File: config.mk
export PLATFORM = sky130hd
export DESIGN_NAME = mem_access_stage
export DESIGN_NICKNAME = d
export VERILOG_FILES = /design/src/rtl/pipeline_pkg.sv /design/src/rtl/mem_load_extract.sv /design/src/rtl/mem_access_stage.sv
export SDC_FILE = /design/constraint.sdc
export NUM_CORES = 1
export LEC_CHECK = 0
export CORE_AREA = 2 2 134 136
export CTS_BUF_LIST = sky130_fd_sc_hd__clkbuf_16
export DETAILED_ROUTE_END_ITERATION = 10
export DIE_AREA = 0 0 136 138
export GPL_TIMING_DRIVEN = 0
export PLACE_DENSITY = 0.74
export SLEW_MARGIN = 20
export SYNTH_ARGS = -nofsm -noshare
export SYNTH_HDL_FRONTEND = slang
export SYNTH_SLANG_ARGS = --single-unit
File: constraint.sdc
create_clock -name clk -period 1.95 [get_ports clk]
set_input_delay 0.195 -clock clk [delete_from_list [all_inputs] [get_ports clk]]
set_output_delay 0.195 -clock clk [all_outputs]
set_load 0.05 [all_outputs]
File: src/rtl/pipeline_pkg.sv
`default_nettype none
// ============================================================================
// Module   : pipeline_pkg
// Brief    : Shared encodings for the memory-access stage and its helpers.
// Revision : 1.0  initial release
// ============================================================================
package pipeline_pkg;

    localparam logic [1:0] ACC_BYTE = 2'b00;
    localparam logic [1:0] ACC_HALF = 2'b01;
    localparam logic [1:0] ACC_WORD = 2'b10;

    localparam logic [0:0] ST_IDLE   = 1'b0;
    localparam logic [0:0] ST_ACCESS = 1'b1;

    localparam int FUNCT3_UNSIGNED_BIT = 2;

endpackage
`default_nettype wire

File: src/rtl/mem_load_extract.sv
`default_nettype none
// ============================================================================
// Module   : mem_load_extract
// Brief    : Selects the addressed byte/half of a bus word and extends it.
// Revision : 1.0  initial release
// ============================================================================
module mem_load_extract
    import pipeline_pkg::*;
(
    input  logic [31:0] rdata,
    input  logic [1:0]  addr_lo,
    input  logic [1:0]  acc_size,
    input  logic        unsigned_ld,
    output logic [31:0] data
);

    logic [7:0]  byte_sel;
    logic [15:0] half_sel;

    always_comb begin
        byte_sel = 8'h00;
        half_sel = 16'h0000;
        data     = rdata;
        case (addr_lo)
            2'd0:    byte_sel = rdata[7:0];
            2'd1:    byte_sel = rdata[15:8];
            2'd2:    byte_sel = rdata[23:16];
            default: byte_sel = rdata[31:24];
        endcase
        half_sel = addr_lo[1] ? rdata[31:16] : rdata[15:0];
        case (acc_size)
            ACC_BYTE: data = {{24{byte_sel[7] & ~unsigned_ld}}, byte_sel};
            ACC_HALF: data = {{16{half_sel[15] & ~unsigned_ld}}, half_sel};
            default:  data = rdata;
        endcase
    end

endmodule
`default_nettype wire

File: src/rtl/mem_access_stage.sv
`default_nettype none
// ============================================================================
// Module   : mem_access_stage
// Brief    : Load/store stage on a req/ack bus with registered writeback.
// Revision : 1.0  initial release
// ============================================================================
module mem_access_stage
    import pipeline_pkg::*;
#(
    parameter int TIMEOUT_CYCLES = 255,
    parameter int CNT_W          = 8
) (
    input  logic        clk,
    input  logic        rst_n,
    input  logic        in_valid,
    input  logic [31:0] alu_result,
    input  logic [31:0] rs2_data,
    input  logic [4:0]  rd,
    input  logic [2:0]  funct3,
    input  logic [1:0]  acc_size,
    input  logic        is_load,
    input  logic        is_store,
    input  logic        reg_write,
    output logic        busy,
    output logic        dmem_req,
    output logic        dmem_we,
    output logic [31:0] dmem_addr,
    output logic [31:0] dmem_wdata,
    output logic [3:0]  dmem_be,
    input  logic [31:0] dmem_rdata,
    input  logic        dmem_ack,
    output logic        wb_valid,
    output logic        wb_we,
    output logic [4:0]  wb_rd,
    output logic [31:0] wb_data,
    output logic        misalign_exc,
    output logic        bus_err
);

    localparam logic [CNT_W-1:0] TIMEOUT_LAST =
        CNT_W'((TIMEOUT_CYCLES == 0) ? 0 : TIMEOUT_CYCLES - 1);

    logic [0:0]       state;
    logic [CNT_W-1:0] cnt;
    logic [4:0]       lat_rd;
    logic [2:0]       lat_funct3;
    logic [1:0]       lat_acc_size;
    logic [1:0]       lat_addr_lo;
    logic             lat_reg_write;

    logic             mem_op;
    logic             misaligned;
    logic             timeout_hit;
    logic [31:0]      st_wdata;
    logic [3:0]       st_be;
    logic [31:0]      ld_data;

    assign mem_op      = is_load | is_store;
    // Reserved size 11 behaves as a word, so bit 1 alone identifies word access.
    assign misaligned  = ((acc_size == ACC_HALF) && alu_result[0]) ||
                         (acc_size[1] && (alu_result[1:0] != 2'b00));
    assign timeout_hit = (TIMEOUT_CYCLES != 0) && (cnt == TIMEOUT_LAST);

    always_comb begin
        busy = 1'b0;
        if (state == ST_ACCESS)
            busy = !(dmem_ack | timeout_hit);
        else
            busy = in_valid & mem_op & ~misaligned;
    end

    always_comb begin
        st_wdata = rs2_data;
        st_be    = 4'b1111;
        case (acc_size)
            ACC_BYTE: begin
                st_wdata = {4{rs2_data[7:0]}};
                st_be    = 4'b0001 << alu_result[1:0];
            end
            ACC_HALF: begin
                st_wdata = {2{rs2_data[15:0]}};
                st_be    = alu_result[1] ? 4'b1100 : 4'b0011;
            end
            default: begin
                st_wdata = rs2_data;
                st_be    = 4'b1111;
            end
        endcase
    end

    mem_load_extract u_extract (
        .rdata       (dmem_rdata),
        .addr_lo     (lat_addr_lo),
        .acc_size    (lat_acc_size),
        .unsigned_ld (lat_funct3[FUNCT3_UNSIGNED_BIT]),
        .data        (ld_data)
    );

    always_ff @(posedge clk) begin
        if (!rst_n) begin
            state         <= ST_IDLE;
            cnt           <= '0;
            dmem_req      <= 1'b0;
            dmem_we       <= 1'b0;
            dmem_addr     <= 32'h0;
            dmem_wdata    <= 32'h0;
            dmem_be       <= 4'h0;
            lat_rd        <= 5'h0;
            lat_funct3    <= 3'h0;
            lat_acc_size  <= 2'h0;
            lat_addr_lo   <= 2'h0;
            lat_reg_write <= 1'b0;
            wb_valid      <= 1'b0;
            wb_we         <= 1'b0;
            wb_rd         <= 5'h0;
            wb_data       <= 32'h0;
            misalign_exc  <= 1'b0;
            bus_err       <= 1'b0;
        end else begin
            misalign_exc <= 1'b0;
            bus_err      <= 1'b0;
            case (state)
                ST_IDLE: begin
                    if (!in_valid) begin
                        wb_valid <= 1'b0;
                        wb_we    <= 1'b0;
                    end else if (!mem_op) begin
                        wb_valid <= 1'b1;
                        wb_we    <= reg_write;
                        wb_rd    <= rd;
                        wb_data  <= alu_result;
                    end else if (misaligned) begin
                        misalign_exc <= 1'b1;
                        wb_valid     <= 1'b1;
                        wb_we        <= 1'b0;
                        wb_rd        <= rd;
                        wb_data      <= alu_result;
                    end else begin
                        state         <= ST_ACCESS;
                        cnt           <= '0;
                        dmem_req      <= 1'b1;
                        dmem_we       <= is_store;
                        dmem_addr     <= {alu_result[31:2], 2'b00};
                        dmem_wdata    <= st_wdata;
                        dmem_be       <= st_be;
                        lat_rd        <= rd;
                        lat_funct3    <= funct3;
                        lat_acc_size  <= acc_size;
                        lat_addr_lo   <= alu_result[1:0];
                        lat_reg_write <= reg_write;
                        wb_valid      <= 1'b0;
                        wb_we         <= 1'b0;
                    end
                end
                ST_ACCESS: begin
                    if (dmem_ack) begin
                        state    <= ST_IDLE;
                        dmem_req <= 1'b0;
                        wb_valid <= 1'b1;
                        wb_rd    <= lat_rd;
                        // dmem_we still holds the store flag of the access in flight.
                        wb_we    <= dmem_we ? 1'b0 : lat_reg_write;
                        if (!dmem_we)
                            wb_data <= ld_data;
                    end else if (timeout_hit) begin
                        state    <= ST_IDLE;
                        dmem_req <= 1'b0;
                        bus_err  <= 1'b1;
                        wb_valid <= 1'b1;
                        wb_we    <= 1'b0;
                        wb_rd    <= lat_rd;
                    end else begin
                        cnt      <= cnt + 1'b1;
                        wb_valid <= 1'b0;
                        wb_we    <= 1'b0;
                    end
                end
                default: state <= ST_IDLE;
            endcase
        end
    end

endmodule
`default_nettype wire

==> summary.txt <==
Routed length on met1 - 9590 um
Min Tclk post-route - 1840 ps
Metal2 WL - 10500 um
Synth Area in Simple Gates - 20.6%
Final Net Count - 1113
WHS Path Cells - 3
Dpl cell area - 0.00843 mm2
Top cells by count, synth - nand2_1 (194), dfxtp_1 (129), a21oi_1 (82)
Hold EP - lat_addr_lo[0]
Synth Area in XOR/XNOR - 0.738%
Tcrit/Tclk final - 94.6%
Post-synth top area share - 43.5%
Via count - 6577
Synthesized instance count - 753
Hold Crit Start - alu_result[0]
Drt drc - 0
Gpl congestion - 0.930
Worst-path clk slew - 60 ps
CTS root buffer - clkbuf_16
Final instance area - 0.00910 mm2
Status - complete, no violations
Setup ws final - 106 ps
Slew Limit Fails - 0
Width of the die - 136 um
Top-count cell post-synth - nand2_1
CP Capture Type - output pin
Fill cell count - 1722
Util after Layout - 51.9%
Initial Utilization - 33.9%
PD cells - 868 mW/mm2
Type of origin of the critical path - register
Post-synth EDFFs - 0
CP Max Fanout - 10
Total global-route track usage - 24.3%
Slowest cell on crit path - dfxtp_1
Req. time, crit path - 1750 ps
Compound-Gate Fraction of Synth Area - 25.3%
Max incr delay on CP - 290 ps
Setup Skew - 7.06 ps
Yosys top cell by area - dfxtp_1
Largest family of logic cells by synthesized area - compound AO/OA/AOI/OAI gates
DR iter-0 viols - 334
Final hold violations - 0
Std cell rows - 49
Max VDD drop - 0.609 mV
Clock sink count - 129
Detail Placement HPWL - 17500 um
Hold WC Path Type - input pin to register
Multiplexer share of the synthesized area - 4.22%
Area delta synth->final - 53.4%
CTS H-tree lvls - 4
DIE AREA - 0.0188 mm2
Synth Warn # - 0
Via-per-instance ratio - 5.31
DIE HEIGHT - 138 um
Final std cells w/o fill - 1238
Clock latency on the worst-skew pair - 420 ps
Post-synthesis register bit count - 129
Fmax - 542 MHz
Top_reg_cell synth - dfxtp_1
Largest net degree at the start of global routing - 17
Routed WL - 23000 um
Pre-Repair DR Iteration Count - 5
CTS tree - built
Slew margin rel. - 56.0%
Core ar. - 0.0175 mm2
RR Endpoint - wb_data[24]
Synth cell types - 53
IO buf count - 220
Global-route wire length before repair - 35200 um
Worst slew pin tran - 660 ps
Worst r2r src - lat_addr_lo[1]
Layout cell share with drive strength beyond 1 - 8.42%
Grt ovf - 0
Post-route ant nets - 0
Top Ports - 225
Adder-Cell Fraction of Synth Area - 0.422%
# Max-Cap Violations - 0
Longest Clk Path Bufs - 2
Met3 WL post-DR - 2320 um
Worst Reg2Reg Path Length in Cells - 7
Number of CTS-inserted buffers - 17
Setup CP Type - register to output pin
Vias in the first global route - 6318
Asr flop ratio synth - 0%
# placed instances - 1203
Flop2flop setup slack - 160 ps
Avg Cell Area, Syn - 7.88 um2
WP data arrival - 1650 ps
Initial antenna violation count - 0
CP Cell Sequence - buf_2, nor2b_2, nand4_1, buf_4, nand2_1, buf_6
Inserted Diodes - 0
Highest metal used - met4
Hold_ws - 360 ps
Post-place setup slack - -750 ps
Routed len/inst - 18.6 um
Top post-synthesis cells by area - dfxtp_1 (44%), nand2_1 (12%), a21oi_1 (6.9%)
Register area share after synthesis - 43.5%
Final setup vio count - 0
Leakage - 3.25 nW
Synth Cell Area - 0.00594 mm2
[worst max path at each step]
stage | end | cells after the start | slack [ps] | from
floorplan | cnt[0] | 6 | 230 | cnt[0]
global placement | busy | 6 | -720 | alu_result[1]
detailed placement | busy | 6 | -750 | alu_result[1]
CTS | wb_data[15] | 6 | 6 | lat_addr_lo[0]
global route | busy | 6 | -30 | state
finish | busy | 6 | 110 | state
[layout by cell type, fill, tap and decap left out, drive strengths merged, types with 15 or more instances in the layout]
cell,n
a211oi,18
a21oi,82
a221oi,16
buf,33
clkbuf,54
clkdlybuf4s50,216
dfxtp,129
mux2i,25
nand2,194
nor2,48
nor2b,15
o21ai,50
[kinds of logic after synthesis]
logic type | Yosys count
buffers and inverters | 69
flip-flops | 129
AND/OR/NAND/NOR | 290
adder cells (fa/ha/maj) | 2
XOR/XNOR | 5
multiplexers | 25
AO/OA/AOI/OAI | 232
other | 1
[repair_timing]
item | in CTS | in global routing
resized for setup | 14 | 21
pin swaps | 0 | 2
hold buffers | 0 | 0
setup endpoints to repair | 34 | 43
buffers inserted | 0 | 5
[through the flow]
step / power, W / TNS [ps]
4_1_cts: 0.00792 / 0
6_report: 0.00790 / 0
3_3_place_gp: 0.00476 / -40480
3_5_place_dp: 0.00477 / -45330
5_1_grt: 0.00818 / -53.3
2_1_floorplan: 0.00399 / 0
[sequential cells by signal, indices dropped and copies added, names as in the netlist, 2 cells and up]
name          count
cnt               8
dmem_addr        30
dmem_be           4
dmem_wdata       32
lat_acc_size      2
lat_addr_lo       2
lat_rd            5
wb_data          32
wb_rd             5
[power by group]
part / internal [W] / switching, W / leakage [nW]
clock network: 0.00197 / 0.00118 / 0.283
logic: 0.000698 / 0.00116 / 1.91
registers: 0.00280 / 0.0000885 / 1.05
total: 0.00547 / 0.00243 / 3.25
[metal layers]
metal	vias to the layer above	GRT usage, %
met1	3077	30.7
met2	325	38.5
met4	0	8.55
met3	39	8.21
li1	3136	-
met5	-	0
[critical path: cells and delay by family, from the launching register on]
kind,cells,cell delay (ps)
buffers and inverters,3,550
DFF,1,290
and+or+nand+nor,3,390
[layout make-up]
type	instances	area (um2)	area share, %
multi-input combinational	556	3100	34.1
clock inverter	13	149	1.64
clock buffer	17	425	4.67
tap	229	287	3.15
buffer	64	298	3.27
sequential	129	2580	28.4
timing repair buffer	225	2240	24.6
inverter	5	22.5	0.247
Note: power is estimated with default switching activity, not from simulation.
